$ cat src/rtl/l2_tlb_refill_pkg.sv
// Shared widths, state encoding and payload types for the L2 TLB refill engine.
package l2_tlb_refill_pkg;

  localparam int unsigned WAYS        = 4;
  localparam int unsigned SETS        = 64;
  localparam int unsigned ASID_W      = 7;
  localparam int unsigned VPN_W       = 28;
  localparam int unsigned PPN_W       = 20;
  localparam int unsigned RR_W        = $clog2(WAYS);

  // Set index is the low VPN bits; the tag keeps VPN bits above the index up to bit 26.
  localparam int unsigned IDX_W       = $clog2(SETS);
  localparam int unsigned TAG_VPN_LSB = IDX_W;
  localparam int unsigned TAG_VPN_MSB = 26;
  localparam int unsigned TAG_VPN_W   = TAG_VPN_MSB - TAG_VPN_LSB + 1;
  localparam int unsigned TAG_W       = ASID_W + TAG_VPN_W;

  typedef enum logic [1:0] {
    ST_IDLE = 2'd0,
    ST_REQ  = 2'd1,
    ST_WAIT = 2'd2,
    ST_FILL = 2'd3
  } state_e;

  typedef struct packed {
    logic [PPN_W-1:0] ppn;
    logic             v;
    logic             u;
    logic             sw;
    logic             d;
    logic             err;
  } ptw_resp_t;

endpackage

$ cat src/rtl/l2_tlb_victim_sel.sv
// Picks the way to refill: lowest invalid way, else the round-robin pointer.
module l2_tlb_victim_sel
  import l2_tlb_refill_pkg::*;
(
  input  logic [WAYS-1:0] set_valid_i,
  input  logic [RR_W-1:0] rr_ptr_i,
  output logic [WAYS-1:0] victim_oh_o,
  output logic            uses_rr_o
);

  logic found;

  // Priority-encode the first free way; fall back to rr_ptr when the set is full.
  always_comb begin
    victim_oh_o = '0;
    found       = 1'b0;
    uses_rr_o   = &set_valid_i;
    for (int i = 0; i < int'(WAYS); i++) begin
      if (!set_valid_i[i] && !found) begin
        victim_oh_o[i] = 1'b1;
        found          = 1'b1;
      end
    end
    if (uses_rr_o) begin
      victim_oh_o = WAYS'(1) << rr_ptr_i;
    end
  end

endmodule

$ cat src/rtl/l2_tlb_refill.sv
// L2 TLB refill engine: one walk per miss, single-cycle array fill, SFENCE handling.
module l2_tlb_refill
  import l2_tlb_refill_pkg::*;
(
  input  logic              clk,
  input  logic              reset_n,
  input  logic              miss_valid,
  output logic              miss_ready,
  input  logic [VPN_W-1:0]  miss_vpn,
  input  logic [ASID_W-1:0] miss_asid,
  input  logic [WAYS-1:0]   set_valid,
  output logic              ptw_req_valid,
  input  logic              ptw_req_ready,
  output logic [VPN_W-1:0]  ptw_req_vpn,
  input  logic              ptw_resp_valid,
  input  logic [PPN_W-1:0]  ptw_resp_ppn,
  input  logic              ptw_resp_v,
  input  logic              ptw_resp_u,
  input  logic              ptw_resp_sw,
  input  logic              ptw_resp_d,
  input  logic              ptw_resp_err,
  input  logic              sfence_valid,
  output logic              wr_en,
  output logic [IDX_W-1:0]  wr_set,
  output logic [WAYS-1:0]   wr_way_oh,
  output logic [TAG_W-1:0]  wr_tag,
  output logic              wr_valid,
  output logic              wr_u,
  output logic              wr_sw,
  output logic              wr_d,
  output logic [PPN_W-1:0]  wr_ppn,
  output logic              inval_all,
  output logic              done_valid,
  output logic              done_fault
);

  state_e             state_q, state_d;
  logic [VPN_W-1:0]   vpn_q, vpn_d;
  logic [ASID_W-1:0]  asid_q, asid_d;
  logic [WAYS-1:0]    victim_q, victim_d;
  logic               uses_rr_q, uses_rr_d;
  logic [RR_W-1:0]    rr_q, rr_d;
  logic               kill_q, kill_d;
  ptw_resp_t          resp_q, resp_d;

  logic [WAYS-1:0]    sel_victim;
  logic               sel_uses_rr;

  l2_tlb_victim_sel u_victim_sel (
    .set_valid_i (set_valid),
    .rr_ptr_i    (rr_q),
    .victim_oh_o (sel_victim),
    .uses_rr_o   (sel_uses_rr)
  );

  // State and context registers with synchronous active-low reset.
  always_ff @(posedge clk) begin
    if (!reset_n) begin
      state_q   <= ST_IDLE;
      vpn_q     <= '0;
      asid_q    <= '0;
      victim_q  <= '0;
      uses_rr_q <= 1'b0;
      rr_q      <= '0;
      kill_q    <= 1'b0;
      resp_q    <= '0;
    end else begin
      state_q   <= state_d;
      vpn_q     <= vpn_d;
      asid_q    <= asid_d;
      victim_q  <= victim_d;
      uses_rr_q <= uses_rr_d;
      rr_q      <= rr_d;
      kill_q    <= kill_d;
      resp_q    <= resp_d;
    end
  end

  // Next-state and handshake/strobe decode.
  always_comb begin
    state_d       = state_q;
    vpn_d         = vpn_q;
    asid_d        = asid_q;
    victim_d      = victim_q;
    uses_rr_d     = uses_rr_q;
    rr_d          = rr_q;
    kill_d        = kill_q;
    resp_d        = resp_q;
    miss_ready    = 1'b0;
    ptw_req_valid = 1'b0;
    wr_en         = 1'b0;
    done_valid    = 1'b0;
    done_fault    = 1'b0;
    inval_all     = sfence_valid;

    case (state_q)
      ST_IDLE: begin
        miss_ready = !sfence_valid;
        if (miss_valid && !sfence_valid) begin
          vpn_d     = miss_vpn;
          asid_d    = miss_asid;
          victim_d  = sel_victim;
          uses_rr_d = sel_uses_rr;
          kill_d    = 1'b0;
          state_d   = ST_REQ;
        end
      end
      ST_REQ: begin
        ptw_req_valid = 1'b1;
        if (sfence_valid) begin
          // A walk accepted on the fence cycle is in flight; absorb its response.
          if (ptw_req_ready) begin
            kill_d  = 1'b1;
            state_d = ST_WAIT;
          end else begin
            state_d = ST_IDLE;
          end
        end else if (ptw_req_ready) begin
          state_d = ST_WAIT;
        end
      end
      ST_WAIT: begin
        if (sfence_valid) begin
          kill_d = 1'b1;
        end
        if (ptw_resp_valid) begin
          resp_d = '{ppn: ptw_resp_ppn, v: ptw_resp_v, u: ptw_resp_u,
                     sw: ptw_resp_sw, d: ptw_resp_d, err: ptw_resp_err};
          state_d = ST_FILL;
        end
      end
      ST_FILL: begin
        done_valid = 1'b1;
        kill_d     = 1'b0;
        state_d    = ST_IDLE;
        if (kill_q || sfence_valid) begin
          done_fault = 1'b0;
        end else if (resp_q.err || !resp_q.v) begin
          done_fault = 1'b1;
        end else begin
          wr_en = 1'b1;
          if (uses_rr_q) begin
            rr_d = rr_q + RR_W'(1);
          end
        end
      end
      default: begin
        state_d = ST_IDLE;
      end
    endcase
  end

  assign ptw_req_vpn = vpn_q;
  assign wr_set      = vpn_q[IDX_W-1:0];
  assign wr_way_oh   = victim_q;
  assign wr_tag      = {asid_q, vpn_q[TAG_VPN_MSB:TAG_VPN_LSB]};
  assign wr_valid    = wr_en;
  assign wr_u        = resp_q.u;
  assign wr_sw       = resp_q.sw;
  assign wr_d        = resp_q.d;
  assign wr_ppn      = resp_q.ppn;

endmodule

$ cat config.mk
export PLATFORM = sky130hd
export DESIGN_NAME = l2_tlb_refill
export DESIGN_NICKNAME = d
export VERILOG_FILES = /design/src/rtl/l2_tlb_refill_pkg.sv /design/src/rtl/l2_tlb_victim_sel.sv /design/src/rtl/l2_tlb_refill.sv
export SDC_FILE = /design/constraint.sdc
export NUM_CORES = 1
export LEC_CHECK = 0
export ABC_AREA = 0
export ABC_CLOCK_PERIOD_IN_PS = 2200
export BUFFER_PORTS_ARGS = -buffer_cell sky130_fd_sc_hd__buf_2
export CORE_ASPECT_RATIO = 0.6
export CORE_MARGIN = 2
export CORE_UTILIZATION = 35
export CTS_CLUSTER_DIAMETER = 150
export DETAILED_ROUTE_END_ITERATION = 8
export GPL_ROUTABILITY_DRIVEN = 0
export PLACE_DENSITY = 0.65
export SLEW_MARGIN = 15
export SYNTH_ARGS = -nofsm -noshare
export SYNTH_HDL_FRONTEND = slang
export SYNTH_SLANG_ARGS = --single-unit
export TNS_END_PERCENT = 1
$ cat constraint.sdc
create_clock -name clk -period 2.2 [get_ports clk]
set_input_delay 0.22 -clock clk [delete_from_list [all_inputs] [get_ports clk]]
set_output_delay 0.22 -clock clk [all_outputs]
set_load 0.01 [all_outputs]
==> flow_summary.ini, run 1 <==
[floorplanning]
initial_core_util = 0.3619
die_y_um = 76.72
core_mm2 = 0.008523
dieArea_mm2 = 0.009604
die_w_um = 125.2
ios = 166
fp-row-count = 26

[sta]
rsz0062_at_grt = no
final_max_slew_viol_count = 0
period_needed_ns = 1.947
finalHoldViolCount = 0
fin_ws_ns = 0.2525
period_share = 0.8852
worstMarginPinSlew_ns = 0.5992
fin_setup_tns_ns = 0
setup_viol_count_final = 0
slew_headroom = 0.5999
whs_ns = 0.1297
fmax_mhz = 513.5
final.setup_skew_ns = 0.003879

[setup_path]
cp_data_arrival_time_ns = 1.73
end_kind = output port
setup.worst_path.start_class = flop
rr_startpoint = state_q[0]
critical_path_class = flop to output port
r2r_cells = 6
cp_slowest_cell = or3b_1
cp_max_fo = 4
crit_path_max_incr_delay_ns = 0.40
reg2reg_to = ptw_req_vpn[1]
rrSetupSlack_ns = 0.46
critical_path_required_ns = 1.98
cp_cell_sequence = ha_1 -> or3b_1 -> nor3b_1 -> buf_2

[finish]
nets = 582
multiInputGateArea_mm2 = 0.001184
layout-drive-gt1-share = 0.3740
n_antenna_cell = 0
area_growth_pct = 27.79
seq_area_mm2 = 0.001401
fin_util = 0.4624
fillCellCount = 868

[routing]
viasPerCell = 4.497
avgRoutedWirePerCell_um = 12.02
antenna_left = 0
initialDrtViolationCount = 115
drc = 0
vias = 2788
drt_pass1_iterations = 4
wirelength_um = 7455

[synthesis]
syn-num-nets = 468
syn-cell-area_mm2 = 0.003084
ys_ff_latch = 70
synth.avg_cell_area_um2 = 7.929
synth_top_area_cell = dfxtp_1
ys_seq_area_frac = 0.4544
ys_types = 31
synth_top_area_frac = 0.4544
yosys-top-cells-area = dfxtp_1 45%, nand2_1 16%, buf_4 12%
yosysWarnings = 0
postSynthCellCount = 389

[placement]
dp_slack_ns = 0.4804
dp_hpwl_um = 5664
port_buffers = 165

[outcome]
outcome = complete, no violations

[grt]
grt_pass1_vias = 2546
gr-usage-all-layers = 0.1572
antenna_found_initial = 0
grt_pass1_wl_um = 12130
grt_max_degree = 34
overflow = 0

[cts]
clk_pin_slew_ns = 0.05
cts_resized = 0
cts.hold.buffers_added = 0
clock-sinks = 70
tritoncts = done
cts_made_buffers = 9
clk_path_buf_depth = 2
post_cts_buffers = 0
h-tree-depth = 3
insertion_delay_ns = 0.32
clockRootBuffer = clkbuf_16

[hold_path]
hold_path.class = input port to flop
hold_path_depth = 3
hold_end = wr_ppn[11]
hold_path.startpoint = ptw_resp_ppn[11]

[power_and_ir_drop]
peakVddDrop_v = 0.0004008
p_leak_uw = 0.001887
p_per_area_mw_per_mm2 = 790.8

[run]
drv_cap = 0
==> power by group <==
group	switching [uW]	leakage [uW]	total [uW]	internal [uW]
Clock	493	0.000137	1370	873
Sequential	33.1	0.000568	1350	1320
Combinational	225	0.00118	396	171
Total	750	0.00189	3120	2370
==> metal layers <==
metal | track usage | vias up | part of all wire
met5 | 0 | - | 0
met4 | 0.04333 | 0 | 0.0054
met3 | 0.06490 | 5 | 0.084
met2 | 0.2511 | 111 | 0.45
met1 | 0.1967 | 1237 | 0.46
li1 | - | 1435 | -
==> final cells by class <==
cell class | instances | area share
clock buffer | 12 | 0.06000
sequential | 70 | 0.3556
tap | 112 | 0.03556
inverter | 9 | 0.008571
multi-input combinational | 240 | 0.3003
clock inverter | 4 | 0.01206
timing repair buffer | 173 | 0.2279
==> sequential cells by signal (all words and copies together), names as in the netlist, named ones only <==
signal and flops:
wr_d 1, uses_rr_q 1, wr_sw 1, state_q 1, rr_q 2, wr_way_oh 4, ptw_req_vpn 28, wr_u 1
wr_ppn 20, resp_q 2, asid_q 7, kill_q 1
==> logic make-up (layout without fill, tap and decap cells) <==
logic type / Yosys count / after routing / share of synthesized area
buffers and inverters: 79 / 198 / 0.1619
AND/OR/NAND/NOR: 154 / 154 / 0.2053
multiplexers: 4 / 4 / 0.01298
adder cells (fa/ha/maj): 9 / 9 / 0.03651
flip-flops: 70 / 70 / 0.4544
AO/OA/AOI/OAI: 73 / 73 / 0.1290
==> through the flow <==
| step | power [uW] | instances | cell area (um^2) |
|---|---|---|---|
| 2_1_floorplan | 1636 | 389 | 3084 |
| 3_3_place_gp | 1771 | 604 | 3657 |
| 3_5_place_dp | 1779 | 604 | 3657 |
| 4_1_cts | 3169 | 620 | 3941 |
| 5_1_grt | 3286 | 620 | 3941 |
| 6_report | 3117 | 620 | 3941 |
==> worst max path at each step <==
stage,slack [ns],to,cells past startpoint
final,0.25,wr_en,4
after detailed placement,0.48,ptw_req_vpn[1],6
after floorplan,0.45,wr_valid,4
after global routing,0.12,wr_en,4
after CTS,0.22,wr_en,4
after global placement,0.58,resp_q[4],6
==> cells in the mapped netlist, drive strengths merged <==
library cell,number
nand2,135
dfxtp,70
a21oi,65
buf,61
clkbuf,9
ha,9
inv,9
mux2i,4
a211o,2
nand2b,2
nand3,2
nor2,2
nor2b,2
nor3b,2
a2111oi,1
a222oi,1
a31oi,1
and2,1
and3,1
and3b,1
and4bb,1
nand3b,1
nand4,1
o211ai,1
o31ai,1
o32ai,1
or2,1
or3,1
or3b,1
==> layout by cell type (no fill, tap or decap), types with 2 or more instances in the layout <==
master | synthesis | layout
buf_2 | 9 | 165
nand2_1 | 135 | 135
dfxtp_1 | 70 | 70
a21oi_1 | 65 | 65
ha_1 | 9 | 9
clkbuf_16 | 0 | 9
inv_1 | 9 | 8
buf_4 | 51 | 7
mux2i_1 | 4 | 4
clkbuf_1 | 9 | 3
nor3b_1 | 2 | 2
nor2b_1 | 2 | 2
a211o_1 | 2 | 2
nor2_1 | 2 | 2
nand3_1 | 2 | 2
nand2b_1 | 2 | 2
clkinv_2 | 0 | 2
==> critical path: cells and delay by family (launching register included) <==
family        cells  cell delay [ns]
flops             1             0.39
simple gates      2             0.64
buf+inv           1             0.18
fa+ha+maj         1             0.20
(Power assumes the default switching activity.)
==> inputs of run 2 (changes only) <==
PLACE_DENSITY = 0.63   (was 0.65)
==> run 2 against run 1 <==
Effect of this change:
- critical path depth did not move
- total power rose by 6.2%
- combinational power barely moved
- maximum frequency fell by 1.2%
- design area rose by 0.95%
- sequential share of layout area fell by 0.34 points
- clock power rose by 14%
- first-iteration DRC count rose by 7.8%
- final cell count fell by 0.32%
- register-to-register slack got worse by 0.04 ns
- critical endpoint unchanged
- highest routed layer unchanged
==> flow_summary.ini, run 2 (synthesized netlist as in run 1, its figures left out) <==
[routing]
vias = 2788
wirelength_um = 7604
drc = 0
antenna_left = 0
drt_pass1_iterations = 4
initialDrtViolationCount = 124
avgRoutedWirePerCell_um = 12.30
viasPerCell = 4.511

[sta]
setup_viol_count_final = 0
final_max_slew_viol_count = 0
fmax_mhz = 507.6
rsz0062_at_grt = no
final.setup_skew_ns = 0.003002
worstMarginPinSlew_ns = 0.4764
fin_setup_tns_ns = 0
finalHoldViolCount = 0
slew_headroom = 0.6819
period_share = 0.8956
period_needed_ns = 1.970

[setup_path]
reg2reg_to = wr_way_oh[1]
rr_startpoint = state_q[0]
critical_path_class = flop to output port
setup.worst_path.start_class = flop
critical_path_required_ns = 1.98
end_kind = output port
cp_data_arrival_time_ns = 1.75
rrSetupSlack_ns = 0.42
cp_max_fo = 4
r2r_cells = 5

[finish]
n_antenna_cell = 0
area_growth_pct = 29.01
nets = 580
postLayoutCellArea_mm2 = 0.003979
most-common-layout-cells = 165 x buf_2, 135 x nand2_1, 70 x dfxtp_1, 65 x a21oi_1
fin_util = 0.4668
largest_reg_flops = 28
layout-drive-gt1-share = 0.3775
final_common_cell = buf_2

[cts]
post_cts_buffers = 0
clock-sinks = 70
clk_path_buf_depth = 2
cts_resized = 0
cts.hold.buffers_added = 0
cts_made_buffers = 9
tritoncts = done
clk_pin_slew_ns = 0.06
insertion_delay_ns = 0.33
clockRootBuffer = clkbuf_16
h-tree-depth = 3

[hold_path]
hold_path.class = input port to flop
hold_path_depth = 3
hold_end = ptw_req_vpn[3]
hold_path.startpoint = miss_vpn[3]

[grt]
grt_max_degree = 42
overflow = 0
gr-usage-all-layers = 0.1635
grt_pass1_vias = 2667
antenna_found_initial = 0
grt_pass1_wl_um = 12700

[power_and_ir_drop]
power_uw = 3308
p_leak_uw = 0.001900
peakVddDrop_v = 0.0003928
p_per_area_mw_per_mm2 = 831.5

[outcome]
outcome = complete, no violations

[floorplanning]
fp-row-count = 26
core_mm2 = 0.008523
ios = 166
die_w_um = 125.2
die_y_um = 76.72
initial_core_util = 0.3619
dieArea_mm2 = 0.009604

[placement]
port_buffers = 165
dpl_cell_area_mm2 = 0.003655
dp_hpwl_um = 5653

[run]
drv_cap = 0
## run 2: cell count changes in the layout (fill, tap and decap cells not counted), sizes merged
cell and delta:
buf -2, clkbuf -2, clkinvlp +1, bufinv +1
## run 2: critical path, cell delays in order, from the launching register on
cell and delay, ns:
dfxtp_1 0.38, ha_1 0.19, or3b_1 0.40, nor3b_1 0.27, buf_2 0.19
## run 2: worst max path at each step
stage | from | slack, ns | to
global route | state_q[0] | 0.09 | wr_en
floorplan | state_q[0] | 0.45 | wr_valid
finish | flop | 0.23 | wr_en
CTS | flop | 0.16 | wr_en
global placement | state_q[0] | 0.52 | wr_way_oh[1]
detailed placement | state_q[0] | 0.44 | wr_way_oh[1]
## run 2: per-layer routing
metal,GRT usage,wire length (um)
met1,0.2053,3566
met2,0.2620,3365
met3,0.06211,628
met4,0.05000,42
met5,0,0
## run 2: per-stage QoR
stage                     setup slack (ns)  cells  hold WS [ns]
final                               0.2298    618        0.1245
after global routing               0.09295    618        0.1149
after CTS                           0.1600    618        0.1090
after detailed placement            0.4422    602        0.4446
after global placement              0.5225    602        0.4381
after floorplan                     0.4459    389        0.3560
## run 2: cell type report
class | count | area (um^2)
well taps | 112 | 140.1
multi-input cells | 240 | 1184
repair buffers | 171 | 895.9
clock inverters | 6 | 85.08
clock buffers | 10 | 239.0
inverters | 9 | 33.78
fillers | 842 | 4544
flip-flops and latches | 70 | 1401
## run 2: power breakdown
| part | switching (uW) | internal, uW | total [uW] |
|---|---|---|---|
| registers | 32.1 | 1320 | 1350 |
| logic | 224 | 174 | 399 |
| clock network | 539 | 1020 | 1560 |
==> inputs of run 3 (changes only) <==
ABC_CLOCK_PERIOD_IN_PS = 2100   (was 2200)
SKIP_LAST_GASP = 1   (was default)
clock period = 2.1 ns   (was 2.2 ns; I/O delays follow)
==> run 3 against run 2 <==
Effect of this change:
- register-to-register slack lost 0.14 ns
- wire length shrank 0.60%
- clock-buffer cell count grew 2
- worst setup slack lost 0.13 ns
- sequential share of layout area grew 0.27 points
- global-route usage shrank 0.075 points
- sequential power grew 5%
- largest cell class unchanged
==> flow_summary.ini, run 3 (synthesized netlist as in run 1, its figures left out) <==
[sta]
setup_viol_count_final = 0
slew_headroom = 0.3981
final_max_slew_viol_count = 0
fin_setup_tns_ns = 0
worstMarginPinSlew_ns = 0.9028
final.setup_skew_ns = 0.009569
period_share = 0.9520
period_needed_ns = 1.999
finalHoldViolCount = 0
rsz0062_at_grt = no
fmax_mhz = 500.2
fin_ws_ns = 0.1008

[grt]
gr-usage-all-layers = 0.1627
overflow = 0
antenna_found_initial = 0
grt_pass1_wl_um = 12650
grt_pass1_vias = 2635
grt_max_degree = 45

[outcome]
outcome = complete, no violations

[finish]
layout-drive-gt1-share = 0.3743
n_antenna_cell = 0
nets = 579
most-common-layout-cells = 165 x buf_2, 135 x nand2_1, 70 x dfxtp_1, 65 x a21oi_1
largest_reg_flops = 28
final_common_cell = buf_2
area_growth_pct = 28.03

[run]
drv_cap = 0

[cts]
cts.hold.buffers_added = 0
insertion_delay_ns = 0.33
clockRootBuffer = clkbuf_16
h-tree-depth = 3
clk_path_buf_depth = 2
tritoncts = done
cts_resized = 0
post_cts_buffers = 0
clock-sinks = 70
cts_made_buffers = 9
clk_pin_slew_ns = 0.05

[floorplanning]
core_mm2 = 0.008523
fp-row-count = 26
ios = 166
die_y_um = 76.72
dieArea_mm2 = 0.009604
initial_core_util = 0.3619
die_w_um = 125.2

[setup_path]
critical_path_required_ns = 1.89
critical_path_class = flop to output port
end_kind = output port
cp_data_arrival_time_ns = 1.79
setup.worst_path.start_class = flop
cp_max_fo = 4

[routing]
vias = 2786
drc = 0
viasPerCell = 4.515
avgRoutedWirePerCell_um = 12.25
antenna_left = 0
drt_pass1_iterations = 5
wirelength_um = 7558
initialDrtViolationCount = 79

[placement]
dp_hpwl_um = 5657
port_buffers = 165
dp_slack_ns = 0.2831

[power_and_ir_drop]
peakVddDrop_v = 0.0003817
p_leak_uw = 0.001892
p_per_area_mw_per_mm2 = 847.5

[hold_path]
hold_path.class = input port to flop
[run 3: final timing paths]
path	from	to	slack (ns)	cells after the start
max	flop	wr_en	0.10	4
min	miss_vpn[16]	ptw_req_vpn[16]	0.12	3
max reg2reg	state_q[0]	resp_q[4]	0.28	5
min reg2reg	wr_ppn[9]	wr_ppn[9]	0.45	2
[run 3: stage by stage]
| step | total power (uW) | instances | hold WS, ns | cell area (um^2) | util |
|---|---|---|---|---|---|
| after floorplan | 1714 | 389 | 0.3460 | 3084 | - |
| after global routing | 3511 | 617 | 0.1107 | 3949 | 0.4633 |
| after CTS | 3405 | 617 | 0.1012 | 3949 | 0.4633 |
| final | 3347 | 617 | 0.1166 | 3949 | 0.4633 |
| after detailed placement | 1867 | 601 | 0.4446 | 3647 | 0.4279 |
| after global placement | 1864 | 601 | 0.4405 | 3647 | 0.4279 |
[run 3: where the power goes]
part / switching [uW] / internal, uW
Combinational: 236 / 182
Sequential: 34.4 / 1380
Clock: 533 / 977
[run 3: worst max-delay path: stages (launching register included)]
cell and delay (ns):
dfxtp_1 0.39, ha_1 0.20, or3b_1 0.41, nor3b_1 0.28, buf_2 0.19
[run 3: routing by layer]
layer | share of wire | global-route usage | up-vias | wire length [um]
met5 | 0 | 0 | - | 0
met4 | 0.0071 | 0.04889 | 0 | 54
met3 | 0.094 | 0.07606 | 8 | 708
met2 | 0.43 | 0.2500 | 114 | 3259
met1 | 0.47 | 0.2045 | 1237 | 3535
li1 | - | - | 1427 | -
[run 3: final cells by class]
class	count	area, um^2
repair buffers	170	888.4
fillers	833	4574
well taps	112	140.1
inverters	9	33.78
flip-flops and latches	70	1401
multi-input cells	240	1184
clock buffers	12	256.5
clock inverters	4	45.04
